## src/rtl/wgt_load_sched.sv

```systemverilog
// Weight-load scheduler: runs img2col_weight once per output-channel group, ping-ponging two
// weight buffers with the PE array. Define WGT_LOAD_SCHED_PERF_EN to enable the stall counter.
module wgt_load_sched #(
    parameter int unsigned GRP_W  = 8,
    parameter int unsigned CHN_W  = 7,
    parameter int unsigned KS_W   = 4,
    parameter int unsigned ADDR_W = 8,
    parameter int unsigned PERF_W = 16
) (
    input  logic              clock,
    input  logic              rst,
    input  logic              cfg_valid,
    output logic              cfg_ready,
    input  logic [GRP_W-1:0]  cfg_grp_num,
    input  logic [CHN_W-1:0]  cfg_chn_num,
    input  logic [KS_W-1:0]   cfg_kernel,
    output logic              i2c_wgt_start,
    output logic              i2c_chn_sel,
    output logic [CHN_W-1:0]  chn_num,
    output logic [KS_W-1:0]   kernel_size,
    output logic [ADDR_W-1:0] i2c_base_addr,
    input  logic              i2c_ready,
    output logic [1:0]        pe_buf_valid,
    input  logic [1:0]        pe_buf_done,
    output logic              layer_done,
    output logic              busy,
    output logic [PERF_W-1:0] stall_cycles
);

    typedef enum logic [2:0] {
        StIdle,
        StCheck,
        StWaitBuf,
        StStart,
        StWaitRdy,
        StRelease,
        StDrain
    } state_e;

    state_e            state_q, state_d;
    logic [GRP_W-1:0]  grp_num_q, grp_num_d;
    logic [GRP_W-1:0]  grp_idx_q, grp_idx_d;
    logic [CHN_W-1:0]  chn_num_q, chn_num_d;
    logic [KS_W-1:0]   kernel_q, kernel_d;
    logic [ADDR_W-1:0] base_q, base_d;
    logic              wr_ptr_q, wr_ptr_d;
    logic [1:0]        buf_valid_q, buf_valid_d;
    logic              load_set;
    logic [ADDR_W-1:0] addr_step;

    // Base address advances by one group's word count, wrapping mod 2^ADDR_W.
    assign addr_step = ADDR_W'(chn_num_q) + ADDR_W'(1);

    always_comb begin
        state_d       = state_q;
        grp_num_d     = grp_num_q;
        grp_idx_d     = grp_idx_q;
        chn_num_d     = chn_num_q;
        kernel_d      = kernel_q;
        base_d        = base_q;
        wr_ptr_d      = wr_ptr_q;
        load_set      = 1'b0;
        i2c_wgt_start = 1'b0;
        layer_done    = 1'b0;

        unique case (state_q)
            StIdle: begin
                if (cfg_valid) begin
                    grp_num_d = cfg_grp_num;
                    chn_num_d = cfg_chn_num;
                    kernel_d  = cfg_kernel;
                    grp_idx_d = '0;
                    wr_ptr_d  = 1'b0;
                    base_d    = '0;
                    state_d   = StCheck;
                end
            end
            StCheck: begin
                state_d = buf_valid_q[wr_ptr_q] ? StWaitBuf : StStart;
            end
            StWaitBuf: begin
                if (!buf_valid_q[wr_ptr_q]) begin
                    state_d = StStart;
                end
            end
            StStart: begin
                i2c_wgt_start = 1'b1;
                state_d       = StWaitRdy;
            end
            StWaitRdy: begin
                i2c_wgt_start = 1'b1;
                if (i2c_ready) begin
                    load_set = 1'b1;
                    state_d  = StRelease;
                end
            end
            StRelease: begin
                // Ready is a level; wait for it to fall so a held level cannot re-trigger.
                if (!i2c_ready) begin
                    if (grp_idx_q == grp_num_q) begin
                        state_d = StDrain;
                    end else begin
                        grp_idx_d = grp_idx_q + GRP_W'(1);
                        wr_ptr_d  = ~wr_ptr_q;
                        base_d    = base_q + addr_step;
                        state_d   = StCheck;
                    end
                end
            end
            StDrain: begin
                if (buf_valid_q == 2'b00) begin
                    layer_done = 1'b1;
                    state_d    = StIdle;
                end
            end
            default: state_d = StIdle;
        endcase

        // A completed fill overrides a same-cycle release of that buffer.
        buf_valid_d = buf_valid_q & ~pe_buf_done;
        if (load_set) begin
            buf_valid_d[wr_ptr_q] = 1'b1;
        end
    end

    always_ff @(posedge clock) begin
        if (rst) begin
            state_q     <= StIdle;
            grp_num_q   <= '0;
            grp_idx_q   <= '0;
            chn_num_q   <= '0;
            kernel_q    <= '0;
            base_q      <= '0;
            wr_ptr_q    <= 1'b0;
            buf_valid_q <= 2'b00;
        end else begin
            state_q     <= state_d;
            grp_num_q   <= grp_num_d;
            grp_idx_q   <= grp_idx_d;
            chn_num_q   <= chn_num_d;
            kernel_q    <= kernel_d;
            base_q      <= base_d;
            wr_ptr_q    <= wr_ptr_d;
            buf_valid_q <= buf_valid_d;
        end
    end

    assign cfg_ready     = (state_q == StIdle);
    assign busy          = (state_q != StIdle);
    assign i2c_chn_sel   = wr_ptr_q;
    assign chn_num       = chn_num_q;
    assign kernel_size   = kernel_q;
    assign i2c_base_addr = base_q;
    assign pe_buf_valid  = buf_valid_q;

`ifdef WGT_LOAD_SCHED_PERF_EN
    logic [PERF_W-1:0] stall_q, stall_d;

    always_comb begin
        stall_d = stall_q;
        if (state_q == StIdle && cfg_valid) begin
            stall_d = '0;
        end else if (state_q == StWaitBuf && stall_q != '1) begin
            stall_d = stall_q + PERF_W'(1);
        end
    end

    always_ff @(posedge clock) begin
        if (rst) begin
            stall_q <= '0;
        end else begin
            stall_q <= stall_d;
        end
    end

    assign stall_cycles = stall_q;
`else
    assign stall_cycles = '0;
`endif

endmodule

```

## config.mk

```make
export PLATFORM = sky130hd
export DESIGN_NAME = wgt_load_sched
export DESIGN_NICKNAME = d
export VERILOG_FILES = /design/src/rtl/wgt_load_sched.sv
export SDC_FILE = /design/constraint.sdc
export NUM_CORES = 1
export LEC_CHECK = 0
export ABC_AREA = 1
export BUFFER_PORTS_ARGS = -buffer_cell sky130_fd_sc_hd__buf_2
export CAP_MARGIN = 10
export CORE_MARGIN = 1
export CORE_UTILIZATION = 47
export DETAILED_ROUTE_END_ITERATION = 10
export PLACE_DENSITY = 0.76
export RECOVER_POWER = 50
export SETUP_SLACK_MARGIN = 0.5
export SLEW_MARGIN = 30
export SYNTH_ARGS = -nofsm -noshare
export SYNTH_HDL_FRONTEND = slang
export SYNTH_SLANG_ARGS = --single-unit
```

## constraint.sdc

```tcl
create_clock -name clock -period 1.6 [get_ports clock]
set_input_delay 0.32 -clock clock [delete_from_list [all_inputs] [get_ports clock]]
set_output_delay 0.32 -clock clock [all_outputs]
set_load 0.01 [all_outputs]
```

==> flow_summary.json, run 1 <==
{
  "status": "finished, violations left",
  "violations": "setup timing",
  "rsz0062_at_grt": "true",
  "layout_common_cells": "nand2_1 (56), nand3_1 (35), buf_6 (32), a21oi_2 (30), buf_2 (29)",
  "drcViolationCount": 0,
  "io_buffers": 50,
  "rr_startpoint": "i2c_base_addr[2]$_SDFFE_PP0P_",
  "finalMaxSlewViolations": 0,
  "avgSynthCellArea_um2": 6.81,
  "clock.fmax_mhz": 597,
  "synth-seq-area-share_pct": 33.6,
  "cts_num_sinks": 41,
  "cts_tree": "yes",
  "grt_pass1_wl_um": 12700,
  "slowest_stage": "dfxtp_4",
  "critPathCaptureType": "register",
  "fin_hold_ws_ns": 0.260,
  "cts_made_buffers": 5,
  "start_util_pct": 50.1,
  "yosysTopAreaCell": "dfxtp_1",
  "ys_types": 31,
  "hold_class": "in2reg",
  "synth_flop_cell": "dfxtp_1",
  "antenna_cells": 0,
  "reg2reg_setup_slack_ns": -0.08,
  "async_reset_ff_share_pct": 0,
  "yosys_register_bits": 41,
  "finClkSkew_ns": 0.00729,
  "multi_input_area_mm2": 0.00201,
  "synth_top_area_share_pct": 33.6,
  "dr.first_iter.drc_count": 408,
  "area_growth_pct": 71.2,
  "layout_commonest_cell": "nand2_1",
  "fp.dieW_um": 74.1,
  "powerDensity_mw_per_mm2": 801,
  "critPathLaunchType": "register",
  "core.rowCount": 25,
  "clk_latency_ns": 0.30,
  "wire_per_inst_um": 19.6,
  "cpMostUsedCell": "nand2_1",
  "grt_max_degree": 19,
  "hold_violations": 0,
  "wirelength_um": 10300,
  "htree_levels": 2,
  "clock_path_buffers": 2,
  "synth-edff-count": 0,
  "io_pins": 67,
  "peakVddDrop_uv": 773,
  "critPathMaxStageDelay_ns": 0.37,
  "startpoint": "i2c_base_addr[2]$_SDFFE_PP0P_",
  "arrival_ns": 1.90,
  "viasPerCell": 6.02,
  "yosysWarnings": 0,
  "crit_type": "reg2reg",
  "required_ns": 1.82,
  "die_y_um": 74.1,
  "drive_gt1_share_pct": 59.0,
  "p_leak_nw": 1.75,
  "synthCells": 359,
  "maxCapViolCount": 0,
  "antenna_found_initial": 0,
  "pre_cts_ws_ns": 0.0621,
  "grt_pass1_vias": 2714,
  "cts.clk_slew.worst_paths_ns": 0.08,
  "place.gp.congestion": 0.925,
  "finalSetupViolations": 11,
  "ff_latch_area_um2": 917,
  "min_period_ns": 1.68,
  "core_mm2": 0.00488,
  "die-area_mm2": 0.00550,
  "first_pass_iters": 6,
  "dpl.hpwl_um": 4370,
  "worstPathCellList": "ha_4 -> buf_4 -> nand2_1 -> inv_1 -> nand3_2 -> nand3_1 -> nand2_1 -> nand2_1 -> nor2_1 -> nand3_1 -> a21oi_1",
  "grt.total_usage_pct": 30.7,
  "r2r-end": "i2c_base_addr[6]$_SDFFE_PP0P_",
  "ys_top_cells_by_area": "dfxtp_1 (34%), nand2_1 (14%), a21oi_1 (9.4%), nand3_1 (9.4%), buf_4 (5.8%)",
  "cp-endpoint": "i2c_base_addr[6]$_SDFFE_PP0P_",
  "ant_nets": 0,
  "dr_total_vias": 3163,
  "fin_crit_sh_pct": 105,
  "fin_ws_ns": -0.0759,
  "crit_fanout": 4,
  "reg2reg_depth": 11,
  "grt_overflow": 0,
  "nFillCells": 233,
  "syn_area_mm2": 0.00245,
  "cts_root_buf": "clkbuf_8",
  "layout.nets": 491
}
-- worst max-delay path, delay by kind of cell, from the launching register on --
family                   cells  cell delay [ns]
flip-flops                   1             0.37
adder cells (fa/ha/maj)      1             0.25
AND/OR/NAND/NOR              7             0.64
buffers and inverters        2             0.21
AO/OA/AOI/OAI                1             0.12
-- sequential cells by signal (all words and copies together), names as in the netlist --
signal,cells
grp_idx_q,8
grp_num_q,8
i2c_base_addr,8
chn_num,7
kernel_size,4
state_q,3
pe_buf_valid,2
i2c_chn_sel,1
-- cell type report --
cell class	count	share of cell area (%)
multi-input cells	271	47.9
flip-flops and latches	41	21.9
repair buffers	98	21.2
inverters	39	4.24
well taps	67	2.00
clock buffers	6	1.73
clock inverters	2	0.837
repair inverters	1	0.149
-- stage by stage --
step | setup TNS, ns | power (mW) | utilization, % | area, µm² | cells
2_1_floorplan | 0 | 1.69 | - | 2690 | 374
3_3_place_gp | 0 | 1.82 | 59.0 | 2880 | 470
3_5_place_dp | 0 | 1.84 | 59.0 | 2880 | 470
4_1_cts | 0 | 3.05 | 74.6 | 3640 | 511
5_1_grt | -1.18 | 3.44 | 85.8 | 4190 | 525
6_report | -0.440 | 3.36 | 85.8 | 4190 | 525
-- synth_stat cells, types with 3 or more instances --
master	count
nand2_2	3
o21ai_0	6
nand2_1	91
dfxtp_1	41
nor2_1	24
inv_1	37
nand3_1	46
xnor2_1	6
a21oi_1	46
buf_4	19
nand4_1	3
xor2_1	4
clkbuf_1	4
ha_1	8
-- cell families (layout without fill, tap and decap cells) --
logic type | Yosys count | in the layout | synth area share (%)
xor+xnor | 10 | 10 | 3.58
simple gates | 177 | 182 | 32.4
compound gates | 54 | 54 | 11.4
other cells | 1 | 16 | 0.153
fa+ha+maj | 9 | 9 | 4.91
buf+inv | 67 | 146 | 14.0
flops | 41 | 41 | 33.6
-- metal layers --
layer	track usage (%)	part of all wire (%)	vias to the layer above	wire length (µm)
met5	0	0	-	0
met4	12.2	5.3	0	540
met3	5.96	8.9	68	919
met2	51.9	48	281	4940
met1	38.5	38	1478	3870
li1	-	-	1336	-
-- where the power goes --
| group | switching [mW] | internal, mW | leakage (nW) | total, mW |
|---|---|---|---|---|
| Combinational | 0.768 | 0.569 | 1.34 | 1.34 |
| Sequential | 0.0971 | 1.07 | 0.356 | 1.17 |
| Clock | 0.385 | 0.464 | 0.0552 | 0.849 |
-- worst min path at each step --
stage / start / to / slack, ns / cells after the start
floorplan: grp_num_q[4]$_SDFFE_PP0P_ / grp_num_q[4]$_SDFFE_PP0P_ / 0.44 / 2
global placement: kernel_size[1]$_SDFFE_PP0P_ / kernel_size[1]$_SDFFE_PP0P_ / 0.45 / 2
detailed placement: kernel_size[3]$_SDFFE_PP0P_ / kernel_size[3]$_SDFFE_PP0P_ / 0.46 / 2
CTS: pe_buf_done[1] / pe_buf_valid[1]$_SDFF_PP0_ / 0.26 / 4
global route: cfg_chn_num[1] / chn_num[1]$_SDFFE_PP0P_ / 0.28 / 3
finish: pe_buf_done[1] / pe_buf_valid[1]$_SDFF_PP0_ / 0.26 / 4
-- repair_timing --
action	CTS	global route
setup endpoints to repair	60	67
pin swaps	20	43
buffers inserted	26	13
hold buffers	0	0
cloned	7	1
gates resized for setup	101	109
Power figures use the tool's default switching activity.
==> run 2: changes to the inputs <==
--- a/config.mk
+++ b/config.mk
@@ -10,7 +10,9 @@
 export CAP_MARGIN = 10
 export CORE_MARGIN = 1
 export CORE_UTILIZATION = 47
+export CTS_CLUSTER_DIAMETER = 80
 export DETAILED_ROUTE_END_ITERATION = 10
+export MAX_ROUTING_LAYER = met4
 export PLACE_DENSITY = 0.76
 export RECOVER_POWER = 50
 export SETUP_SLACK_MARGIN = 0.5
==> run 2 against run 1 <==
  * The run still ends with setup timing left
  * Final cell count unchanged
  * First-iteration DRC count decreased by 6.4%
  * Clock power about the same
  * Setup slack worse by 0.047 ns
  * Maximum frequency down 2.7%
  * Global-route usage increased by 1.0 points
  * Routed wire length up 4.6%
  * Cell area decreased by 0.84%
  * Via count is 0.38% lower
  * Sequential power is essentially flat
  * Hold slack is essentially flat
  * Critical endpoint is now i2c_chn_sel$_SDFFE_PP0P_
  * Largest power group unchanged
==> flow_summary.json, run 2 (synthesis results as in run 1) <==
{
  "status": "finished, violations left",
  "violations": "setup timing",
  "wirelength_um": 10700,
  "drcViolationCount": 0,
  "drive_gt1_share_pct": 58.3,
  "place.gp.congestion": 0.941,
  "layout_commonest_cell": "nand2_1",
  "cts.clk_slew.worst_paths_ns": 0.08,
  "htree_levels": 2,
  "core_mm2": 0.00488,
  "worstPathCellList": "inv_1 -> nand2_1 -> nand2_1 -> nand2_1 -> nor2_2 -> nand2_2 -> nand2_4 -> nand2_8 -> buf_12 -> nand2_8 -> nand2_4 -> a21oi_2",
  "multi_input_area_mm2": 0.00197,
  "grt_pass1_vias": 2707,
  "required_ns": 1.83,
  "cts_num_sinks": 41,
  "rsz0062_at_grt": "true",
  "reg2reg_setup_slack_ns": -0.12,
  "clk_latency_ns": 0.30,
  "finClkSkew_ns": 0.00559,
  "worstMarginPinSlew_ns": 0.542,
  "min_period_ns": 1.72,
  "hold_class": "in2reg",
  "ctsHoldBuffers": 0,
  "critPathMaxStageDelay_ns": 0.34,
  "grt_overflow": 0,
  "clock.fmax_mhz": 581,
  "crit_type": "reg2reg",
  "hold_violations": 0,
  "power.internal_mw": 2.10,
  "start_util_pct": 50.1,
  "crit_fanout": 8,
  "io_buffers": 50,
  "viasPerCell": 6.00,
  "antenna_found_initial": 0,
  "finalMaxSlewViolations": 0,
  "die-area_mm2": 0.00550,
  "layout.nets": 491,
  "nFillCells": 232,
  "switching_share_pct": 37.2,
  "fp.dieW_um": 74.1,
  "comb_power_share_pct": 39.6,
  "fin_ws_ns": -0.123,
  "max_slew_margin_pct": 63.5,
  "critical_path.top_delay_family": "simple AND/OR/NAND/NOR gates",
  "grt_pass1_wl_um": 12800,
  "first_pass_iters": 6,
  "seqPwrFrac_pct": 35.1,
  "peakVddDrop_uv": 716,
  "grt.total_usage_pct": 31.7,
  "maxCapViolCount": 0,
  "power.switching_mw": 1.24,
  "ant_nets": 0,
  "die_y_um": 74.1,
  "p_leak_nw": 1.72,
  "dr.first_iter.drc_count": 382,
  "clock_path_buffers": 2,
  "area_growth_pct": 69.7,
  "finalSetupTns_ns": -0.918,
  "crit_buf_inv": 2,
  "dpl.hpwl_um": 4370,
  "core.rowCount": 25,
  "cts_made_buffers": 5,
  "io_pins": 67,
  "finalSetupViolations": 14,
  "layout_common_cells": "nand2_1 (59), nand3_1 (36), buf_6 (32), a21oi_2 (30), buf_4 (29)",
  "antenna_cells": 0,
  "fin_crit_sh_pct": 108,
  "critPathLaunchType": "register",
  "cts_root_buf": "clkbuf_8",
  "critPathCaptureType": "register",
  "ff_latch_area_um2": 917,
  "powerDensity_mw_per_mm2": 805,
  "post-route-util_pct": 85.1,
  "clkPwrFrac_pct": 25.4,
  "cpMostUsedCell": "nand2_1",
  "dr_total_vias": 3151,
  "cts_tree": "yes",
  "grt_max_degree": 19,
  "slowest_stage": "dfxtp_1",
  "arrival_ns": 1.95,
  "wire_per_inst_um": 20.5
}
[run 2: cell counts in the layout (fill, tap and decap cells not counted)]
Identical to the previous run, type by type.
[run 2: worst register-to-register path: cells and delay by family (launching register included)]
kind,cells,cell delay (ns)
AOI/OAI and AO/OA,1,0.17
buffers and inverters,2,0.25
DFF,1,0.34
and+or+nand+nor,9,0.88
[run 2: per-layer routing]
| layer | global-route usage [%] | vias to the layer above | part of all wire, % | wire length, µm |
|---|---|---|---|---|
| met5 | - | - | 0 | 0 |
| met4 | 12.2 | 0 | 6.1 | 659 |
| met3 | 5.96 | 90 | 9.9 | 1060 |
| met2 | 51.6 | 282 | 47 | 5070 |
| met1 | 38.8 | 1452 | 37 | 3960 |
| li1 | - | 1327 | - | - |
[run 2: area by class of cell]
cell class,instances,area share [%]
multi-input combinational,271,47.4
tap,67,2.02
timing repair buffer,98,21.4
inverter,39,4.28
clock inverter,2,0.844
timing repair inverter,1,0.151
clock buffer,6,1.75
sequential,41,22.1
[run 2: power groups by stage]
stage	combinational, mW	clock, mW	sequential (mW)
2_1_floorplan	0.507	0	1.18
3_3_place_gp	0.647	0	1.17
3_5_place_dp	0.659	0	1.18
4_1_cts	1.07	0.826	1.15
5_1_grt	1.37	0.878	1.17
6_report	1.32	0.848	1.17
[run 2: final timing paths]
| path | from | end | cells after the start |
|---|---|---|---|
| worst min-delay path | pe_buf_done[1] | pe_buf_valid[1]$_SDFF_PP0_ | 4 |
| worst max-delay path | grp_num_q[5]$_SDFFE_PP0P_ | i2c_chn_sel$_SDFFE_PP0P_ | 12 |
| worst min register to register | kernel_size[0]$_SDFFE_PP0P_ | kernel_size[0]$_SDFFE_PP0P_ | 2 |
| worst max register to register | grp_num_q[5]$_SDFFE_PP0P_ | i2c_chn_sel$_SDFFE_PP0P_ | 12 |
[run 2: what timing repair did]
action                                  CTS  global route
buffers inserted                         26            13
pin swaps                                20            39
cloned                                    7             1
gates resized for setup                 101           101
endpoints found under the setup margin   60            67
[run 2: through the flow]
stage	area, µm²	setup slack [ns]	instances	total power, mW	hold WS (ns)
after floorplan	2690	0.108	374	1.69	0.444
after global placement	2880	0.0962	470	1.82	0.447
after detailed placement	2880	0.0621	470	1.84	0.457
after CTS	3640	0.0777	511	3.05	0.255
after global routing	4150	-0.185	525	3.42	0.273
final	4150	-0.123	525	3.34	0.260
==> run 3: changes to the inputs <==
--- a/config.mk
+++ b/config.mk
@@ -8,12 +8,14 @@
 export ABC_AREA = 1
 export BUFFER_PORTS_ARGS = -buffer_cell sky130_fd_sc_hd__buf_2
 export CAP_MARGIN = 10
+export CELL_PAD_IN_SITES_DETAIL_PLACEMENT = 0
+export CELL_PAD_IN_SITES_GLOBAL_PLACEMENT = 1
 export CORE_MARGIN = 1
-export CORE_UTILIZATION = 47
+export CORE_UTILIZATION = 33
 export CTS_CLUSTER_DIAMETER = 80
 export DETAILED_ROUTE_END_ITERATION = 10
 export MAX_ROUTING_LAYER = met4
-export PLACE_DENSITY = 0.76
+export PLACE_DENSITY_LB_ADDON = 0.1
 export RECOVER_POWER = 50
 export SETUP_SLACK_MARGIN = 0.5
 export SLEW_MARGIN = 30
==> run 3 against run 2 <==
  * The flow now finishes without violations
  * Combinational power increased by 5%
  * Core utilization shrank 25 points
  * Maximum frequency up 11%
  * Sequential cell count unchanged
  * Sequential share of layout area fell by 1.1 points
  * Critical path type unchanged
  * Largest power group unchanged
  * Highest routed layer unchanged
==> flow_summary.json, run 3 (synthesis results as in run 1) <==
{
  "rr_startpoint": "i2c_base_addr[0]$_SDFFE_PP0P_",
  "drive_gt1_share_pct": 60.1,
  "layout_commonest_cell": "nand2_1",
  "status": "finished, final reports clean",
  "dr_total_vias": 2676,
  "required_ns": 1.83,
  "fp.dieW_um": 88.1,
  "fin_hold_ws_ns": 0.259,
  "grt_pass1_wl_um": 11600,
  "grt.total_usage_pct": 20.6,
  "htree_levels": 2,
  "ant_nets": 0,
  "core_mm2": 0.00721,
  "antenna_found_initial": 0,
  "comb_power_share_pct": 40.5,
  "core.rowCount": 31,
  "switching_share_pct": 35.1,
  "io_buffers": 50,
  "viasPerCell": 4.71,
  "wire_per_inst_um": 14.0,
  "reg2reg_depth": 8,
  "dr.first_iter.drc_count": 112,
  "postLayoutCellArea_mm2": 0.00430,
  "fin_crit_sh_pct": 97.1,
  "start_util_pct": 33.9,
  "cts_root_buf": "clkbuf_8",
  "critPathCaptureType": "register",
  "place_area_mm2": 0.00297,
  "clkPwrFrac_pct": 25.9,
  "post-route-util_pct": 59.6,
  "ctsHoldBuffers": 0,
  "hold_class": "in2reg",
  "finClkSkew_ns": 0.00704,
  "powerDensity_mw_per_mm2": 800,
  "hold_violations": 0,
  "finalSetupViolations": 0,
  "crit_fanout": 2,
  "wirelength_um": 7970,
  "min_period_ns": 1.55,
  "r2r-end": "i2c_base_addr[2]$_SDFFE_PP0P_",
  "total_power_mw": 3.44,
  "clock.fmax_mhz": 644,
  "cts_made_buffers": 5,
  "power.switching_mw": 1.21,
  "power.internal_mw": 2.23,
  "first_pass_iters": 4,
  "peakVddDrop_uv": 341,
  "seqPwrFrac_pct": 33.6,
  "cts.clk_slew.worst_paths_ns": 0.09,
  "antenna_cells": 0,
  "clk_latency_ns": 0.30,
  "layout.nets": 502,
  "place.gp.congestion": 0.744,
  "p_leak_nw": 1.78,
  "area_growth_pct": 75.8,
  "cts_tree": "yes",
  "io_pins": 67,
  "grt_overflow": 0,
  "crit_type": "reg2reg",
  "reg2reg_setup_slack_ns": 0.05,
  "clock_path_buffers": 2,
  "arrival_ns": 1.78,
  "rsz0062_at_grt": "true",
  "drcViolationCount": 0,
  "critPathLaunchType": "register",
  "die-area_mm2": 0.00776,
  "finalMaxSlewViolations": 0,
  "maxCapViolCount": 0,
  "cp-endpoint": "i2c_base_addr[2]$_SDFFE_PP0P_",
  "die_y_um": 88.1,
  "cts_num_sinks": 41,
  "grt_max_degree": 24,
  "startpoint": "i2c_base_addr[0]$_SDFFE_PP0P_",
  "layout_common_cells": "nand2_1 (65), buf_4 (34), buf_2 (33), buf_6 (33), a21oi_1 (28)",
  "dpl.hpwl_um": 4700,
  "nFillCells": 685,
  "grt_pass1_vias": 2367
}
## run 3: cell types whose count changed in the layout (fill, tap and decap cells not counted), moves of 5 or more
cell	previous run	this run
a21oi_1	16	28
a21oi_2	30	18
buf_2	28	33
buf_4	29	34
dfxtp_2	14	23
dfxtp_4	21	14
nand2_1	59	65
nand2_4	11	6
nand3_1	36	24
nand3_2	9	17
## run 3: how the worst min path moves through the flow
stage | startpoint | end | cells past startpoint
after detailed placement | kernel_size[3]$_SDFFE_PP0P_ | kernel_size[3]$_SDFFE_PP0P_ | 2
after floorplan | grp_num_q[4]$_SDFFE_PP0P_ | grp_num_q[4]$_SDFFE_PP0P_ | 2
after CTS | cfg_chn_num[3] | chn_num[3]$_SDFFE_PP0P_ | 3
after global routing | cfg_chn_num[6] | chn_num[6]$_SDFFE_PP0P_ | 3
final | cfg_chn_num[6] | chn_num[6]$_SDFFE_PP0P_ | 3
after global placement | kernel_size[3]$_SDFFE_PP0P_ | kernel_size[3]$_SDFFE_PP0P_ | 2
## run 3: cell type report
class,instances,area [µm²],area share [%]
Clock buffer,7,119,2.76
Clock inverter,1,5.00,0.116
Inverter,39,171,3.99
Multi-Input combinational cell,271,2010,46.7
Sequential cell,41,902,21.0
Tap cell,99,124,2.88
Timing Repair Buffer,109,960,22.3
Timing Repair inverter,1,8.76,0.204
## run 3: what timing repair did
action | CTS | global route
cloned | 7 | 0
resized for setup | 87 | 114
pin swaps | 26 | 49
setup endpoints to repair | 61 | 67
setup buffers | 26 | 18
## run 3: metal layers
layer	vias up	wire length (µm)	GRT usage, %
met5	-	0	-
met4	0	73	5.13
met3	10	277	3.30
met2	56	3990	33.7
met1	1252	3630	26.4
li1	1358	-	-
## run 3: power groups by stage
stage               Sequential (mW)  Clock [mW]  Combinational, mW
floorplan                      1.18           0              0.507
global placement               1.18           0              0.712
detailed placement             1.18           0              0.716
CTS                            1.15       0.916               1.15
global route                   1.16       0.963               1.50
finish                         1.16       0.891               1.39
## run 3: critical path: stages, from the launching register on
cell and delay [ns]:
dfxtp_2 0.35, inv_2 0.04, ha_4 0.15, fa_2 0.35, buf_4 0.14, xor2_1 0.13
nor2_1 0.10, nand3_1 0.09, a21oi_1 0.12
## run 3: metrics by stage
| stage | setup slack (ns) | cells | setup TNS, ns |
|---|---|---|---|
| final | 0.0463 | 568 | 0 |
| after global routing | -0.0381 | 568 | -0.247 |
| after CTS | 0.0816 | 550 | 0 |
| after detailed placement | 0.0641 | 509 | 0 |
| after global placement | 0.0825 | 509 | 0 |
| after floorplan | 0.108 | 374 | 0 |
